`src/rtl/l1_pool_pkg.sv`:
```
// l1_pool_pkg: shared sizes, FSM encoding and max helper for the layer-1 pool read side
package l1_pool_pkg;
  localparam int DW = 8;
  localparam int LINE_LEN = 24;
  localparam int ROW_PAIRS = 26;
  typedef enum logic [1:0] {IDLE, READ, DRAIN} pool_state_t;
  function automatic logic [DW-1:0] max2(input logic [DW-1:0] a, input logic [DW-1:0] b, input bit sgn);
    return (sgn ? ($signed(a) > $signed(b)) : (a > b)) ? a : b;
  endfunction
endpackage

```
`src/rtl/pool_max2.sv`:
```
// pool_max2: combinational max of two samples, signed or unsigned compare
module pool_max2 #(
  parameter int DW = 8,
  parameter bit SIGNED = 1'b1
) (
  input  logic [DW-1:0] a,
  input  logic [DW-1:0] b,
  output logic [DW-1:0] y
);
  always_comb y = (SIGNED ? ($signed(a) > $signed(b)) : (a > b)) ? a : b;
endmodule

```
`src/rtl/l1_pool_rd_ctrl.sv`:
```
// l1_pool_rd_ctrl: reads both L1 pool lines in lock-step, 2x2 max-pools them and streams the result
module l1_pool_rd_ctrl
  import l1_pool_pkg::*;
#(
  parameter bit SIGNED = 1'b1
) (
  input  logic          clk,
  input  logic          rstn,
  input  logic          PoolEn_i,
  input  logic          vbit_i,
  output logic [4:0]    PoolLineRdAddr_o,
  output logic          PoolLineRe_o,
  input  logic [DW-1:0] PoolLine0Data_i,
  input  logic [DW-1:0] PoolLine1Data_i,
  output logic [DW-1:0] PoolData_o,
  output logic          PoolValid_o,
  input  logic          PoolReady_i,
  output logic          PoolRowLast_o,
  output logic          PoolFrameLast_o,
  output logic          Busy_o,
  output logic          Overrun_o
);
  pool_state_t state, state_nxt;
  logic [4:0] rd_cnt;
  logic [3:0] col_cnt;
  logic [4:0] pair_cnt;
  logic [DW-1:0] hold_reg, v_max, h_max;
  logic pending, rd_vld, rd_odd, accept, row_last, rd_last, go_pend;
  pool_max2 #(.DW(DW), .SIGNED(SIGNED)) u_vmax (.a(PoolLine0Data_i), .b(PoolLine1Data_i), .y(v_max));
  pool_max2 #(.DW(DW), .SIGNED(SIGNED)) u_hmax (.a(hold_reg), .b(v_max), .y(h_max));
  assign accept = PoolValid_o & PoolReady_i;
  assign row_last = col_cnt == 4'(LINE_LEN / 2 - 1);
  assign rd_last = rd_cnt == 5'(LINE_LEN - 1);
  assign PoolRowLast_o = PoolValid_o & row_last;
  assign PoolFrameLast_o = PoolRowLast_o & (pair_cnt == 5'(ROW_PAIRS - 1));
  assign PoolLineRdAddr_o = rd_cnt;
  assign Busy_o = state != IDLE;
  always_comb begin
    state_nxt = state;
    PoolLineRe_o = 1'b0;
    go_pend = 1'b0;
    case (state)
      IDLE: begin
        state_nxt = (vbit_i | pending) ? READ : IDLE;
        go_pend = pending;
      end
      READ: begin
        PoolLineRe_o = PoolEn_i & (~rd_cnt[0] | ~PoolValid_o | PoolReady_i);
        state_nxt = (PoolLineRe_o & rd_last) ? DRAIN : READ;
      end
      DRAIN: begin
        state_nxt = pending ? READ : (accept & PoolRowLast_o) ? IDLE : DRAIN;
        go_pend = pending;
      end
      default: state_nxt = IDLE;
    endcase
  end
  always_ff @(posedge clk or negedge rstn)
    if (!rstn) state <= IDLE;
    else state <= PoolEn_i ? state_nxt : IDLE;
  always_ff @(posedge clk or negedge rstn)
    if (!rstn) {rd_cnt, col_cnt, pair_cnt, hold_reg, PoolData_o, PoolValid_o, pending, Overrun_o, rd_vld, rd_odd} <= '0;
    else if (!PoolEn_i) {rd_cnt, col_cnt, pair_cnt, hold_reg, PoolData_o, PoolValid_o, pending, Overrun_o, rd_vld, rd_odd} <= '0;
    else begin
      rd_vld <= PoolLineRe_o;
      rd_odd <= rd_cnt[0];
      if (PoolLineRe_o) rd_cnt <= rd_last ? '0 : rd_cnt + 5'd1;
      if (rd_vld & ~rd_odd) hold_reg <= v_max;
      if (rd_vld & rd_odd) PoolData_o <= h_max;
      PoolValid_o <= (rd_vld & rd_odd) | (PoolValid_o & ~PoolReady_i);
      if (accept) col_cnt <= row_last ? '0 : col_cnt + 4'd1;
      if (accept & row_last) pair_cnt <= (pair_cnt == 5'(ROW_PAIRS - 1)) ? '0 : pair_cnt + 5'd1;
      pending <= ~go_pend & (pending | (vbit_i & Busy_o));
      Overrun_o <= Overrun_o | (vbit_i & pending);
    end
endmodule

```
`config.mk`:
```
export PLATFORM = sky130hd
export DESIGN_NAME = l1_pool_rd_ctrl
export DESIGN_NICKNAME = d
export VERILOG_FILES = /design/src/rtl/l1_pool_pkg.sv /design/src/rtl/pool_max2.sv /design/src/rtl/l1_pool_rd_ctrl.sv
export SDC_FILE = /design/constraint.sdc
export NUM_CORES = 1
export LEC_CHECK = 0
export ABC_AREA = 1
export BUFFER_PORTS_ARGS = -buffer_cell sky130_fd_sc_hd__buf_2
export CAP_MARGIN = 10
export CELL_PAD_IN_SITES_DETAIL_PLACEMENT = 0
export CELL_PAD_IN_SITES_GLOBAL_PLACEMENT = 1
export CORE_MARGIN = 8
export CORE_UTILIZATION = 41
export DETAILED_ROUTE_END_ITERATION = 7
export GPL_TIMING_DRIVEN = 0
export PLACE_DENSITY = 0.89
export SLEW_MARGIN = 10
export SYNTH_ARGS = -nofsm -noshare
export SYNTH_HDL_FRONTEND = slang
export SYNTH_SLANG_ARGS = --single-unit
```
`constraint.sdc`:
```
create_clock -name clk -period 2 [get_ports clk]
set_clock_uncertainty 0.05 [all_clocks]
set_input_delay 0.6 -clock clk [delete_from_list [all_inputs] [get_ports clk]]
set_output_delay 0.6 -clock clk [all_outputs]
set_load 0.05 [all_outputs]
```
==> After elaboration in Yosys (flattened, before gate mapping) <==
Cells that the tools add are included.
{ "classes": {"addsub": 3, "magnitude_cmp": 2, "eq_ne": 10, "muxes": 28, "bitwise": 24, "n_reduce_logical": 3} }
{ "op_table": {"columns": ["cell", "n"], "rows": [
  ["$mux W8", 6],
  ["$mux W5", 6],
  ["$gt A8 B8 Y1", 2],
  ["$and A1 B1 Y1", 13],
  ["$mux W4", 3],
  ["$add A5 B1 Y5 const B", 2],
  ["$eq A5 B5 Y1 const B", 2],
  ["$ne A2 B1 Y1 const B", 5],
  ["$mux W1", 8],
  ["$mux W2", 4],
  ["$or A1 B1 Y1", 6],
  ["$pmux W2 S3", 1],
  ["$not A1 Y1", 5],
  ["$add A4 B1 Y4 const B", 1],
  ["$eq A4 B4 Y1 const B", 1],
  ["$eq A2 B1 Y1 const B", 1],
  ["$eq A2 B2 Y1 const B", 1],
  ["$logic_not A2 Y1", 1],
  ["$reduce_bool A2 Y1", 1],
  ["$reduce_or A2 Y1", 1]
]} }
{ "totals": {"regBits": 37, "input_bits": 21, "out_inout_bits": 19, "elab_cells": 81} }

==> Logic depth before layout (Yosys ltp) <==
{ "depth": {"ltp_word": 8, "depth_mapped": 26, "mapped_depth_nobuf": 26} }

==> Cells and area by module <==
From an unflattened synthesis, not the netlist that was laid out.
{ "unflattened": {"cells_unflattened": 344, "area_unflattened_um2": 2658.8} }
{ "by_module_without_submodules": {"columns": ["mod", "n_inst", "cells_each", "area_each_um2", "seq_area_each_um2"], "rows": [
  ["l1_pool_rd_ctrl", 1, 218, 1828.0, 925.9],
  ["pool_max2", 2, 63, 415.4, 0.0]
]} }

==> Least setup slack after synthesis <==
OpenSTA, ideal clock, no wires.
{ "synth_path": {"path_type": "in2reg", "startpoint": "input port PoolLine1Data_i[7]", "endpoint": "register PoolData_o[0]", "setup_ns": 0.066, "arrival_time_ns": 2.929, "required_ns": 1.884, "slack_ns": -1.045, "stages": 20, "path_buffers": 0, "path_cell_list": "inv_1 -> ha_1 -> a21o_1 -> nor2_4 -> nand3_2 -> nand3_4 -> nand2_1 -> nand2_1 -> inv_1 -> ha_1 -> nand2_1 -> nor2_1 -> nand2_1 -> o211ai_1 -> nand2_1 -> nand2_2 -> nand2_1 -> nand3_1 -> nand2_1 -> nand2_1"} }
{ "synth_via": {"elab_chain_cells": 6} }
{ "synth_lines": {"columns": ["element", "line", "text"], "rows": [
  ["start, declared", "l1_pool_rd_ctrl.sv:14", "input logic [DW-1:0] PoolLine1Data_i,"],
  ["$gt A8 B8 Y1", "pool_max2.sv:10", "always_comb y = (SIGNED ? ($signed(a) > $signed(b)) : (a > b)) ? a : b;"],
  ["$mux W8 *", "pool_max2.sv:10", null],
  ["$gt A8 B8 Y1", "pool_max2.sv:10", null],
  ["$mux W8 *", "pool_max2.sv:10", null],
  ["$mux W8 *", "l1_pool_rd_ctrl.sv:69", "if (rd_vld & rd_odd) PoolData_o <= h_max;"],
  ["$mux W8 *", "l1_pool_rd_ctrl.sv:63", "else if (!PoolEn_i) {rd_cnt, col_cnt, pair_cnt, hold_reg, PoolData_o, PoolValid_o, pending, Overrun_o, rd_vld, ..."],
  ["end signal, assigned", "l1_pool_rd_ctrl.sv:69", null],
  ["end, declared", "l1_pool_rd_ctrl.sv:15", "output logic [DW-1:0] PoolData_o,"]
]} }
Mark *: on every way between the ends. The rest lies on a longest branch, timed or not. The select of a mux whose other input is x is not followed.
A chain may end at the register's enable or synchronous reset.

==> Worst setup path in the final report <==
{ "layout_path": {"startpoint": "input port PoolLine1Data_i[7]", "endpoint": "register PoolData_o[4]"} }
The elaborated chain is that of the path after synthesis.

==> impl_metrics.ini <==
[status]
status = finished, violations left
failed_checks = negative setup slack

[floorplan]
dieHeight_um = 92.5
num_rows = 28
ios = 40
dieArea_mm2 = 0.00856
design.core.area_mm2 = 0.00578
die_w_um = 92.5
initial_core_util_pct = 41.5

[placement]
port_buffers = 39
place_ws_ns = -1.42
place.gp.congestion = 0.770
dp_hpwl_um = 4380
place_area_mm2 = 0.00288
dp.cells = 440

[detailed_routing]
routedWlPerCell_um = 13.4
wirelength_um = 6310
viasPerCell = 4.91
postRouteAntennaNets = 0
drt_iter0_drc = 84
num_vias = 2317
first_pass_iters = 4
drc = 0

[global_routing]
grt_overflow = 0
grt_antenna_before_repair = 0
grt_pass1_wl_um = 10700
first_global_vias = 2389
grt_max_degree = 38
grt.total_usage_pct = 15.1

[critical_path]
rr_worst_depth = 12
path_cells = buf_8 -> inv_8 -> ha_4 -> nand2_4 -> nor2_4 -> nand2_4 -> nand2_4 -> nand2_4 -> nand3_4 -> nand2_2 -> nand2_2 -> inv_2 -> ha_4 -> nand2_4 -> nor2_4 -> nand2_2 -> o211ai_1 -> nand2_2 -> nand2_4 -> nand3_1 -> nand2_1 -> inv_1 -> nand2_1 -> nand2_1
cp_common_cell = nand2_4
regToRegSetupSlack_ns = 0.22
slowest_delay_ns = 0.28
worstReg2RegEnd = PoolData_o[4]
cp_data_required_time_ns = 2.13
slowest_stage = ha_4
start_kind = input port
cp.arrival_ns = 3.00
reg2reg_from = hold_reg[5]
end_kind = flop
crit_fanout = 8
crit_type = in -> reg

[cts]
clk_latency_ns = 0.30
ctsHoldBuffers = 0
cts_sinks = 37
cts.clk_slew.worst_paths_ns = 0.07
clockBufferDepth = 2
cts_buffers = 5
tritoncts = built
cts-root-buf = clkbuf_8
htree_num_levels = 2

[cells_and_area]
area_growth_syn_to_layout_pct = 44.9
drive_above_1_share_pct = 40.6
regArea_um2 = 928
nets = 437
postLayoutCellArea_mm2 = 0.00348
nFillCells = 515
stdcell_count = 472
antenna_cells = 0
multi_input_area_mm2 = 0.00164
postLayoutCoreUtil_pct = 60.2

[synthesis]
synth_top_cell_area_share_pct = 38.6
syn_area_mm2 = 0.00240
synth_cells = 326
synth_xor_area_share_pct = 1.09
ys_seq_elements = 37
ys_types = 30
synthMuxAreaShare_pct = 0
synth_top_family_by_area = simple AND/OR/NAND/NOR gates
yosysWarnings = 0
yosysSeqAreaShare_pct = 38.6
netlist_top_cells_area = dfrtp_1 39%, nand2_1 16%, ha_1 10%
synth-adder-area-share_pct = 10.4
synthSimpleGateAreaFrac_pct = 31.3
synth_compound_area_share_pct = 8.75
synth_top_area_cell = dfrtp_1
avgSynthCellArea_um2 = 7.37
synth_nets = 367

[sta]
fin_crit_sh_pct = 143
fmax_ghz = 0.349
finalHoldViolations = 0
setup_viol = 8
fin_setup_tns_ns = -6.76
hold_ws_ns = 0.359
drv_slew = 0
worst_pin_slew_ns = 0.844
setup_slack_ns = -0.868
grt_setup_unrepaired = yes
slew_headroom_pct = 43.7
fin_crit_ns = 2.87

[hold_path]
hp-class = in -> async

[pwr]
power_density_mw_per_mm2 = 637
finalPower_mw = 2.22
leakage_nw = 1.83
peakVddDrop_v = 0.000311

[run]
cap_viol_max_count = 0
==> repair_timing <==
action	CTS	global route
pin swaps	32	26
endpoints found under the setup margin	11	13
cloned	3	0
setup buffers	14	7
resized for setup	46	35
==> worst max-delay path: cells and delay by family <==
| family | cells | cell delay (ns) |
|---|---|---|
| and+or+nand+nor | 17 | 1.53 |
| adders and majority gates | 2 | 0.56 |
| AOI/OAI and AO/OA | 1 | 0.10 |
| buffers and inverters | 4 | 0.21 |
==> metal layers <==
layer	GRT usage, %	share of wire [%]	up-vias
li1	-	-	1198
met1	17.9	43	1070
met2	25.4	51	39
met3	2.99	4.3	10
met4	7.65	1.9	0
met5	0	0	-
==> placed cells by master (no fill, tap or decap), types with 3 or more instances in the layout <==
| cell | instances |
|---|---|
| nand2_2 | 24 |
| o21ai_0 | 10 |
| ha_1 | 5 |
| dfrtp_1 | 35 |
| o22ai_1 | 4 |
| nand3_1 | 14 |
| buf_2 | 26 |
| nor2_4 | 3 |
| a21oi_1 | 12 |
| clkbuf_8 | 6 |
| inv_1 | 42 |
| nor2_1 | 11 |
| nand3_2 | 8 |
| inv_2 | 16 |
| buf_6 | 11 |
| nand2_4 | 10 |
| nand2_1 | 76 |
| nand4_1 | 14 |
| ha_4 | 13 |
| buf_4 | 21 |
==> cells by family (layout without fill, tap and decap cells) <==
logic type / count (synthesis) / in the layout
AOI/OAI and AO/OA: 36 / 36
buffers and inverters: 63 / 131
adders and majority gates: 20 / 20
DFF: 37 / 37
and+or+nand+nor: 167 / 170
xor gates and xnor gates: 3 / 3
==> layout make-up <==
class,instances,share of cell area [%]
buffer,1,0.216
clock buffer,6,2.37
clock inverter,2,1.08
inverter,62,7.19
multi-input combinational,229,47.1
sequential,37,26.7
tap,75,2.70
timing repair buffer,60,12.7
==> cells in the mapped netlist (all sizes together) <==
library cell    n
xnor2           2
nor2           16
nand2         108
o21bai          1
dfrtp          37
buf             1
o211ai          2
o31ai           1
a22oi           2
o22ai           4
clkinv          1
xor2            1
a21oi          14
ha             20
a21o            1
inv            61
a211oi          1
o21ai          10
nand4          15
nand3          23
nor3            3
or2             2
==> worst max-delay path by stage <==
stage | to | startpoint | slack [ns]
after floorplan | PoolData_o[2] | PoolLine1Data_i[3] | -0.87
after global placement | PoolData_o[2] | PoolLine1Data_i[7] | -1.40
after detailed placement | PoolData_o[3] | PoolLine1Data_i[7] | -1.42
after CTS | PoolData_o[0] | PoolLine1Data_i[7] | -0.80
after global routing | PoolData_o[2] | PoolLine1Data_i[7] | -1.05
final | PoolData_o[4] | PoolLine1Data_i[7] | -0.87
==> power breakdown <==
group / switching (mW) / internal, mW / leakage [nW]
logic: 0.431 / 0.297 / 1.26
registers: 0.0250 / 0.776 / 0.506
clock network: 0.283 / 0.406 / 0.0574
total: 0.739 / 1.48 / 1.83
Note: power is estimated with default switching activity, not from simulation.
